<file path="config.mk">
export PLATFORM = sky130hd
export DESIGN_NAME = piso_serializer
export DESIGN_NICKNAME = d
export VERILOG_FILES = /design/src/rtl/piso_serializer.sv
export SDC_FILE = /design/constraint.sdc
export NUM_CORES = 1
export LEC_CHECK = 0
export ABC_CLOCK_PERIOD_IN_PS = 2000
export CELL_PAD_IN_SITES_DETAIL_PLACEMENT = 0
export CELL_PAD_IN_SITES_GLOBAL_PLACEMENT = 1
export CORE_AREA = 2 2 39 41
export CTS_BUF_LIST = sky130_fd_sc_hd__clkbuf_2
export CTS_CLUSTER_DIAMETER = 200
export DETAILED_ROUTE_END_ITERATION = 8
export DIE_AREA = 0 0 41 43
export PLACE_DENSITY_LB_ADDON = 0.1
export SYNTH_ARGS = -nofsm -noshare
export SYNTH_HDL_FRONTEND = slang
export SYNTH_SLANG_ARGS = --single-unit
</file>
<file path="constraint.sdc">
create_clock -name Clock -period 2 [get_ports Clock]
set_input_delay 0.5 -clock Clock [delete_from_list [all_inputs] [get_ports Clock]]
set_output_delay 0.5 -clock Clock [all_outputs]
set_load 0.005 [all_outputs]
</file>
<file path="src/rtl/piso_serializer.sv">
`default_nettype none
// +--------------------------------------------------------------------------+
// | Module   : piso_serializer                                               |
// | Purpose  : Parallel-in/serial-out transmitter with valid/ready load.     |
// | Revision : 1.0 - initial release                                         |
// +--------------------------------------------------------------------------+
module piso_serializer #(
   parameter int WIDTH     = 4,
   parameter bit MSB_FIRST = 1'b1
) (
   input  logic             Clock,
   input  logic             Reset,
   input  logic [WIDTH-1:0] data_in,
   input  logic             load_valid,
   output logic             load_ready,
   output logic             d_out,
   output logic             d_valid,
   output logic             busy,
   output logic             done
);

   localparam int             CW     = $clog2(WIDTH);
   localparam logic [CW-1:0]  C_LAST = CW'(WIDTH - 1);

   typedef enum logic [0:0] {
      S_IDLE  = 1'b0,
      S_SHIFT = 1'b1
   } state_t;

   state_t           state_q, state_d;
   logic [WIDTH-1:0] shreg_q, shreg_d;
   logic [CW-1:0]    cnt_q, cnt_d;
   logic             dout_q, dout_d;
   logic             done_q, done_d;
   logic             w_accept;
   logic             w_last;

   assign w_last     = (state_q == S_SHIFT) && (cnt_q == C_LAST);
   assign load_ready = Reset && ((state_q == S_IDLE) || w_last);
   assign w_accept   = load_valid && load_ready;

   always_comb begin
      state_d = state_q;
      shreg_d = shreg_q;
      cnt_d   = cnt_q;
      dout_d  = 1'b0;
      if (w_accept) begin
         // The first bit goes straight into the output flop; the shift
         // register keeps the whole word and is advanced on later bits.
         state_d = S_SHIFT;
         cnt_d   = '0;
         shreg_d = data_in;
         dout_d  = MSB_FIRST ? data_in[WIDTH-1] : data_in[0];
      end else if (state_q == S_SHIFT) begin
         if (w_last) begin
            state_d = S_IDLE;
            cnt_d   = '0;
         end else begin
            cnt_d = cnt_q + 1'b1;
            if (MSB_FIRST) begin
               shreg_d = {shreg_q[WIDTH-2:0], 1'b0};
               dout_d  = shreg_q[WIDTH-2];
            end else begin
               shreg_d = {1'b0, shreg_q[WIDTH-1:1]};
               dout_d  = shreg_q[1];
            end
         end
      end
      done_d = (state_d == S_SHIFT) && (cnt_d == C_LAST);
   end

   always_ff @(posedge Clock) begin
      if (!Reset) begin
         state_q <= S_IDLE;
         shreg_q <= '0;
         cnt_q   <= '0;
         dout_q  <= 1'b0;
         done_q  <= 1'b0;
      end else begin
         state_q <= state_d;
         shreg_q <= shreg_d;
         cnt_q   <= cnt_d;
         dout_q  <= dout_d;
         done_q  <= done_d;
      end
   end

   assign d_out   = dout_q;
   assign d_valid = (state_q == S_SHIFT);
   assign busy    = (state_q == S_SHIFT);
   assign done    = done_q;

endmodule
`default_nettype wire

</file>
# ---- After elaboration in Yosys (flattened, before gate mapping)
# Index checks and enable logic that the tools add are counted.
dict set report totals {
  out_inout_bits 5
  reg_bits 8
  elab_cells 29
  in_bits 7
}
dict set report op_classes {
  bitwise_logic 1
  eq_ne 3
  muxes 12
  reduce_logical 7
  n_addsub 1
}
# operator count
set op_table {}
lappend op_table {{$mux 3} 3}
lappend op_table {{$mux 1} 6}
lappend op_table {{$mux 2} 3}
lappend op_table {{$eq 2x2->1 const B} 2}
lappend op_table {{$logic_and 1x1->1} 4}
lappend op_table {{$add 2x1->2 const B} 1}
lappend op_table {{$ne 2x2->1 const B} 1}
lappend op_table {{$reduce_and 2->1} 1}
lappend op_table {{$reduce_bool 2->1} 1}
lappend op_table {{$logic_or 1x1->1} 1}
lappend op_table {{$not 1->1} 1}

# ---- Depth between registers and ports, before layout
# Gate-level depths: netlist (run 1).
dict set report logic_depth {
  ltp_word 8
  ltp_mapped 4
}

# ---- Least setup slack after synthesis (run 1)
# Ideal clock, no wire load.
dict set report synth_path {
  kind {register -> output}
  start {reg cnt_q[0]}
  end {out load_ready}
  stages_incl_launch_ff 4
  slack_ns 0.641
  required_ns 1.500
  arrival_ns 0.859
  cell_sequence {dfxtp_1 > ha_1 > nand2b_4 > and2_4}
}
dict set report synth_via {
  elab_chain_cells 4
}
# element line
set synth_lines {}
lappend synth_lines {{from (decl)} 32} ;# logic [CW-1:0] cnt_q, cnt_d;
lappend synth_lines {{from (signal assigned)} 82} ;# cnt_q <= cnt_d;
lappend synth_lines {{$eq 2x2->1} 38} ;# assign w_last = (state_q == S_SHIFT) && (cnt_q == C_LAST);
lappend synth_lines {{$logic_and 1x1->1} 38}
lappend synth_lines {{$logic_or 1x1->1} 39} ;# assign load_ready = Reset && ((state_q == S_IDLE) || w_last);
lappend synth_lines {{$logic_and 1x1->1} 39}
lappend synth_lines {{to (decl)} 15} ;# output logic load_ready,
# Every way passes these cells.

# ---- Final worst setup path (run 1)
dict set report layout_path {
  start {reg cnt_q[1]}
  end {out load_ready}
}
# The elaborated chain is that of the path after synthesis.

==> results.txt, run 1 <==
WP data arrival - 1.35 ns
Syn nets - 43
Period minus WS final - 1.85 ns
Post-Syn Area - 357 sq um
Antenna-violating nets left - 0
CTS tree - yes
Final-layout fill cell count - 134
GRT Residual Overflow - 0
H-Tree Depth - 1
CTS Hold Bufs - 0
Setup WS pre-CTS - -0.116 ns
Gpl congestion - 0.687
Ant diodes - 0
P_leak - 0.195 nW
Slowest-stage cell, CP - dfxtp_1
Post-Syn Instances - 35
Yosys warns - 0
Area of the core - 1380 sq um
EDFF count, synth - 0
1st-iter DRT viols - 1
Sequential-to-total area share from yosys stat - 44.9%
Async set-reset flop share out of synthesis - 0%
Drt pass-1 iters - 4
PortBufs - 11
Clock Path Buffers - 2
Die Ht - 43 um
DR vias/cell - 4.52
CP Max Fanout - 7
Setup_tns - 0 ns
Unrepaired setup endpoints after global routing - no
Synth Area in Compound Gates - 15.4%
Metal2 WL - 341 um
Routed WL per cell - 11.5 um
Top sig layer - met4
Pin count of the biggest net entering global routing - 8
Final std cells w/o fill - 64
Hold Crit Class - flip-flop to flip-flop
Max-slew violation count - 0
Final nets - 58
Clk_lat worst skew - 0.25 ns
DRC viols - 0
IO Count - 12
Global Route Usage Sum - 10.7%
Antenna violations before repair - 0
Detailed-route via count - 289
Die ar. - 1760 sq um
WHS - 0.465 ns
Relative slew slack - 78.4%
Ys flop type - dfxtp_1
Post-synthesis register bit count - 8
Pwr per Cell Area - 664 nW/um^2
Combinational family with the most area after synthesis - simple AND/OR/NAND/NOR gates
Xor/xnor cell area share of the yosys netlist - 0%
Initial core utilization - 25.8%
CP endpoint kind - output pin
Setup-failing EPs final - 0
Distinct cells, synth - 20
DP Cell Count - 61
Fin crit share - 92.6%
Rows - 14
Final Power - 0.338 mW
Clock transition at the registers of the reported paths - 0.08 ns
DP HPWL - 556 um
Fin. Hold Viols - 0
Layout cells sized above 1 - 22.9%
CTS Buf Count - 3
Crit Path Class - flip-flop to output pin
Worst-path cell chain - ha_4, nand2b_4, and2_4, dlygate4sd2_1
Detailed Route WL - 735 um
Mux cell area share after synthesis - 8.42%
Post-Synth Simple-Gate Area - 24.2%
Setup Buffers After CTS - 0
Root Driver - clkbuf_2
Adder and majority gate portion of the synthesized area - 3.51%
Max-Cap Viols - 0
VDD IR max - 0.000163 V
Via count of the first global-routing pass - 303
Area grow syn2layout - 42.8%
Met3 WL - 64 um
Worst EP required - 1.50 ns
Status - completed
Worst Skew - 0.00572 ns
Wl on met1 - 295 um
Worst Max-Slew Pin Slew - 0.323 ns
Syn avg cell area - 10.2 sq um
First-pass GRT wire length - 1150 um
Number of clock sinks - 8
Die Width - 41 um
Crit start category - flip-flop
Min setup slack post-route - 0.148 ns
Max Freq - 0.540 GHz
Worst path max stage delay - 0.34 ns
[worst max-delay path: cells and delay by family (launching register included)]
family | cells | cell delay, ns
adders and majority gates | 1 | 0.17
buffers and inverters | 1 | 0.25
DFF | 1 | 0.34
and+or+nand+nor | 2 | 0.33
[final cells by class]
| cell class | instances | area, sq um | area share (%) |
|---|---|---|---|
| clock buffers | 3 | 15.0 | 2.95 |
| multi-input cells | 25 | 196 | 38.6 |
| flip-flops and latches | 8 | 161 | 31.7 |
| well taps | 16 | 20.0 | 3.93 |
| repair buffers | 12 | 116 | 22.9 |
[Yosys cell counts (2+ instances only)]
master,n,share of area [%]
o21ai_0,2,2.8
a21oi_1,2,2.8
mux2i_1,3,8.4
nor2_1,2,2.1
nor2b_1,2,3.5
dfxtp_1,8,45
nand2_1,3,3.2
[worst paths after layout]
kind,from,to,slack (ns),depth (start not counted)
max,cnt_q[1],load_ready,0.15,4
min,shreg_q[2],d_out,0.47,2
max reg2reg,cnt_q[1],shreg_q[0],0.94,4
min reg2reg,shreg_q[2],d_out,0.47,2
[placed cells by master (no fill, tap or decap), drive strengths merged]
master	n
nor2b	3
a21boi	1
and2b	1
o21a	1
clkbuf	3
a21oi	2
o21ai	2
a32oi	1
a22oi	1
nand2b	1
ha	1
clkdlybuf4s50	10
nand3	1
and2	1
dfxtp	8
nor3	1
nor2	2
mux2i	3
dlygate4sd2	1
buf	1
nand2	3
[per-layer routing]
layer  GRT usage (%)  vias up
li1                -      147
met1            10.4      124
met2            15.6       15
met3            3.14        3
met4            12.0        0
met5               0        -
[kinds of logic after synthesis]
kind of cell	after synthesis
flops	8
compound gates	8
simple gates	13
buf+inv	2
fa+ha+maj	1
mux	3
[where the power goes]
group / leakage, nW / internal [mW] / total [mW] / switching (mW)
clock network: 0.0125 / 0.0409 / 0.102 / 0.0607
registers: 0.0662 / 0.169 / 0.177 / 0.00816
logic: 0.116 / 0.0380 / 0.0597 / 0.0216
total: 0.195 / 0.248 / 0.338 / 0.0905
[repair_timing]
item | in CTS | in global routing
hold endpoints to repair | 0 | 0
gates resized for setup | 4 | 0
setup endpoints to repair | 1 | 0
[stage by stage]
stage / utilization (%) / area (sq um)
2_1_floorplan: - / 357
3_3_place_gp: 34.8 / 482
3_5_place_dp: 34.8 / 482
4_1_cts: 36.8 / 509
5_1_grt: 36.8 / 509
6_report: 36.8 / 509
[state kept, by name, summed over array words and instances (netlist names)]
| register | count |
|---|---|
| d_out | 1 |
| cnt_q | 2 |
| done | 1 |
| shreg_q | 3 |
| busy | 1 |
No activity file was read; power rests on OpenSTA's default activity.
==> inputs of run 2 (changes only) <==
- ABC_CLOCK_PERIOD_IN_PS: 2000 -> 1800
- clock period: 2 -> 1.8 ns (I/O delays scaled with it)
==> results.txt, run 2 (synthesis results as in run 1) <==
Max Freq - 0.574 GHz
CTS Buf Count - 3
Routed WL per cell - 11.3 um
Global Route Usage Sum - 9.46%
Top sig layer - met3
Pin count of the biggest net entering global routing - 8
RR Endpoint - busy
Worst Max-Slew Pin Slew - 0.318 ns
Clock Path Buffers - 2
DR vias/cell - 4.76
Crit Path Class - flip-flop to output pin
Final nets - 62
Min setup slack post-route - 0.0591 ns
Slowest-stage cell, CP - dfxtp_2
Die Width - 41 um
Register Area - 161 sq um
Worst path max stage delay - 0.33 ns
Ant diodes - 0
Reg2reg start - cnt_q[0]
CTS tree - yes
Max FFs per register - 3
Drt pass-1 iters - 5
CP Max Fanout - 2
PortBufs - 11
DRC viols - 0
Hold path cells - 2
Setup WS pre-CTS - -0.205 ns
Period minus WS final - 1.74 ns
Final-layout fill cell count - 137
Number of clock sinks - 8
Antenna violations before repair - 0
Worst r2r path cells - 4
Final std cells w/o fill - 68
Top Family by Delay on Critical Path - flip-flops
Final Power - 0.377 mW
WP data arrival - 1.29 ns
DP Cell Count - 65
Area grow syn2layout - 48.4%
Rows - 14
Layout cells sized above 1 - 28.8%
Status - completed
Most frequent cells in the layout - clkdlybuf4s50_1, dfxtp_1, buf_4
H-Tree Depth - 1
Min-Delay Endpoint - d_out
Met3 WL - 67 um
Antenna-violating nets left - 0
Max-slew violation count - 0
Clock transition at the registers of the reported paths - 0.08 ns
Commonest non-fill, non-tap cell in the layout - clkdlybuf4s50_1
Setup-failing EPs final - 0
Wl on met1 - 322 um
Hold_sp - shreg_q[2]
Die ar. - 1760 sq um
Pwr per Cell Area - 713 nW/um^2
Most flops, register - shreg_q
Max-Cap Viols - 0
Fin crit share - 96.7%
Gpl congestion - 0.793
First-pass GRT wire length - 1090 um
VDD IR max - 0.000297 V
Worst-path cell chain - ha_2, nand2b_4, and2_4, dlygate4sd2_1
Hold Crit Class - flip-flop to flip-flop
Biggest regs - shreg_q x3, cnt_q x2
IO Count - 12
Relative slew slack - 78.8%
CTS Hold Bufs - 0
Worst EP required - 1.35 ns
1st-iter DRT viols - 4
Root Driver - clkbuf_2
Post-cts resize count - 1
CP endpoint kind - output pin
Detailed Route WL - 765 um
R2R Setup Slk - 0.68 ns
Initial core utilization - 25.8%
Worst path bufs/invs - 1
Clk_lat worst skew - 0.24 ns
Via count of the first global-routing pass - 283
Crit start category - flip-flop
GRT Residual Overflow - 0
Metal2 WL - 376 um
Area of the core - 1380 sq um
Worst Skew - 0.00419 ns
Die Ht - 43 um
Fin. Hold Viols - 0
Detailed-route via count - 324
Area of the multi-input gates - 186 sq um
Setup Buffers After CTS - 0
Unrepaired setup endpoints after global routing - no
P_leak - 0.215 nW
[run 2: where the power goes]
group	leakage [nW]	internal [mW]	total, mW	switching [mW]
Combinational	0.136	0.0472	0.0758	0.0286
Sequential	0.0662	0.188	0.194	0.00580
Clock	0.0125	0.0455	0.108	0.0625
Total	0.215	0.280	0.377	0.0968
[run 2: final cells by class]
class                   count  share of cell area (%)
clock buffers               3                    2.84
repair buffers             16                    27.7
well taps                  16                    3.78
flip-flops and latches      8                    30.5
multi-input cells          25                    35.2
[run 2: per-layer routing]
metal,GRT usage [%],up-vias
met1,11.3,150
met2,12.8,17
met4,8.00,0
met5,0,-
li1,-,157
met3,3.14,0
[run 2: worst max-delay path by stage]
stage	start	to	slack, ns	cells after the start
floorplan	cnt_q[0]	load_ready	0.49	3
global placement	Reset	load_ready	-0.20	3
global route	cnt_q[0]	load_ready	0.01	4
finish	cnt_q[0]	load_ready	0.06	4
detailed placement	Reset	load_ready	-0.20	3
CTS	cnt_q[0]	load_ready	0.02	4
[run 2: through the flow]
stage	hold WS (ns)	area (sq um)	setup TNS, ns	utilization, %
finish	0.461	529	0	38.2
global route	0.496	529	0	38.2
CTS	0.465	526	0	38.0
detailed placement	0.453	512	-0.205	37.0
global placement	0.450	512	-0.199	37.0
floorplan	0.440	357	0	-
[run 2: worst min-delay path: stages (launching register included)]
cell,delay (ns)
dfxtp_1,0.31
nand2_1,0.06
a21boi_2,0.04
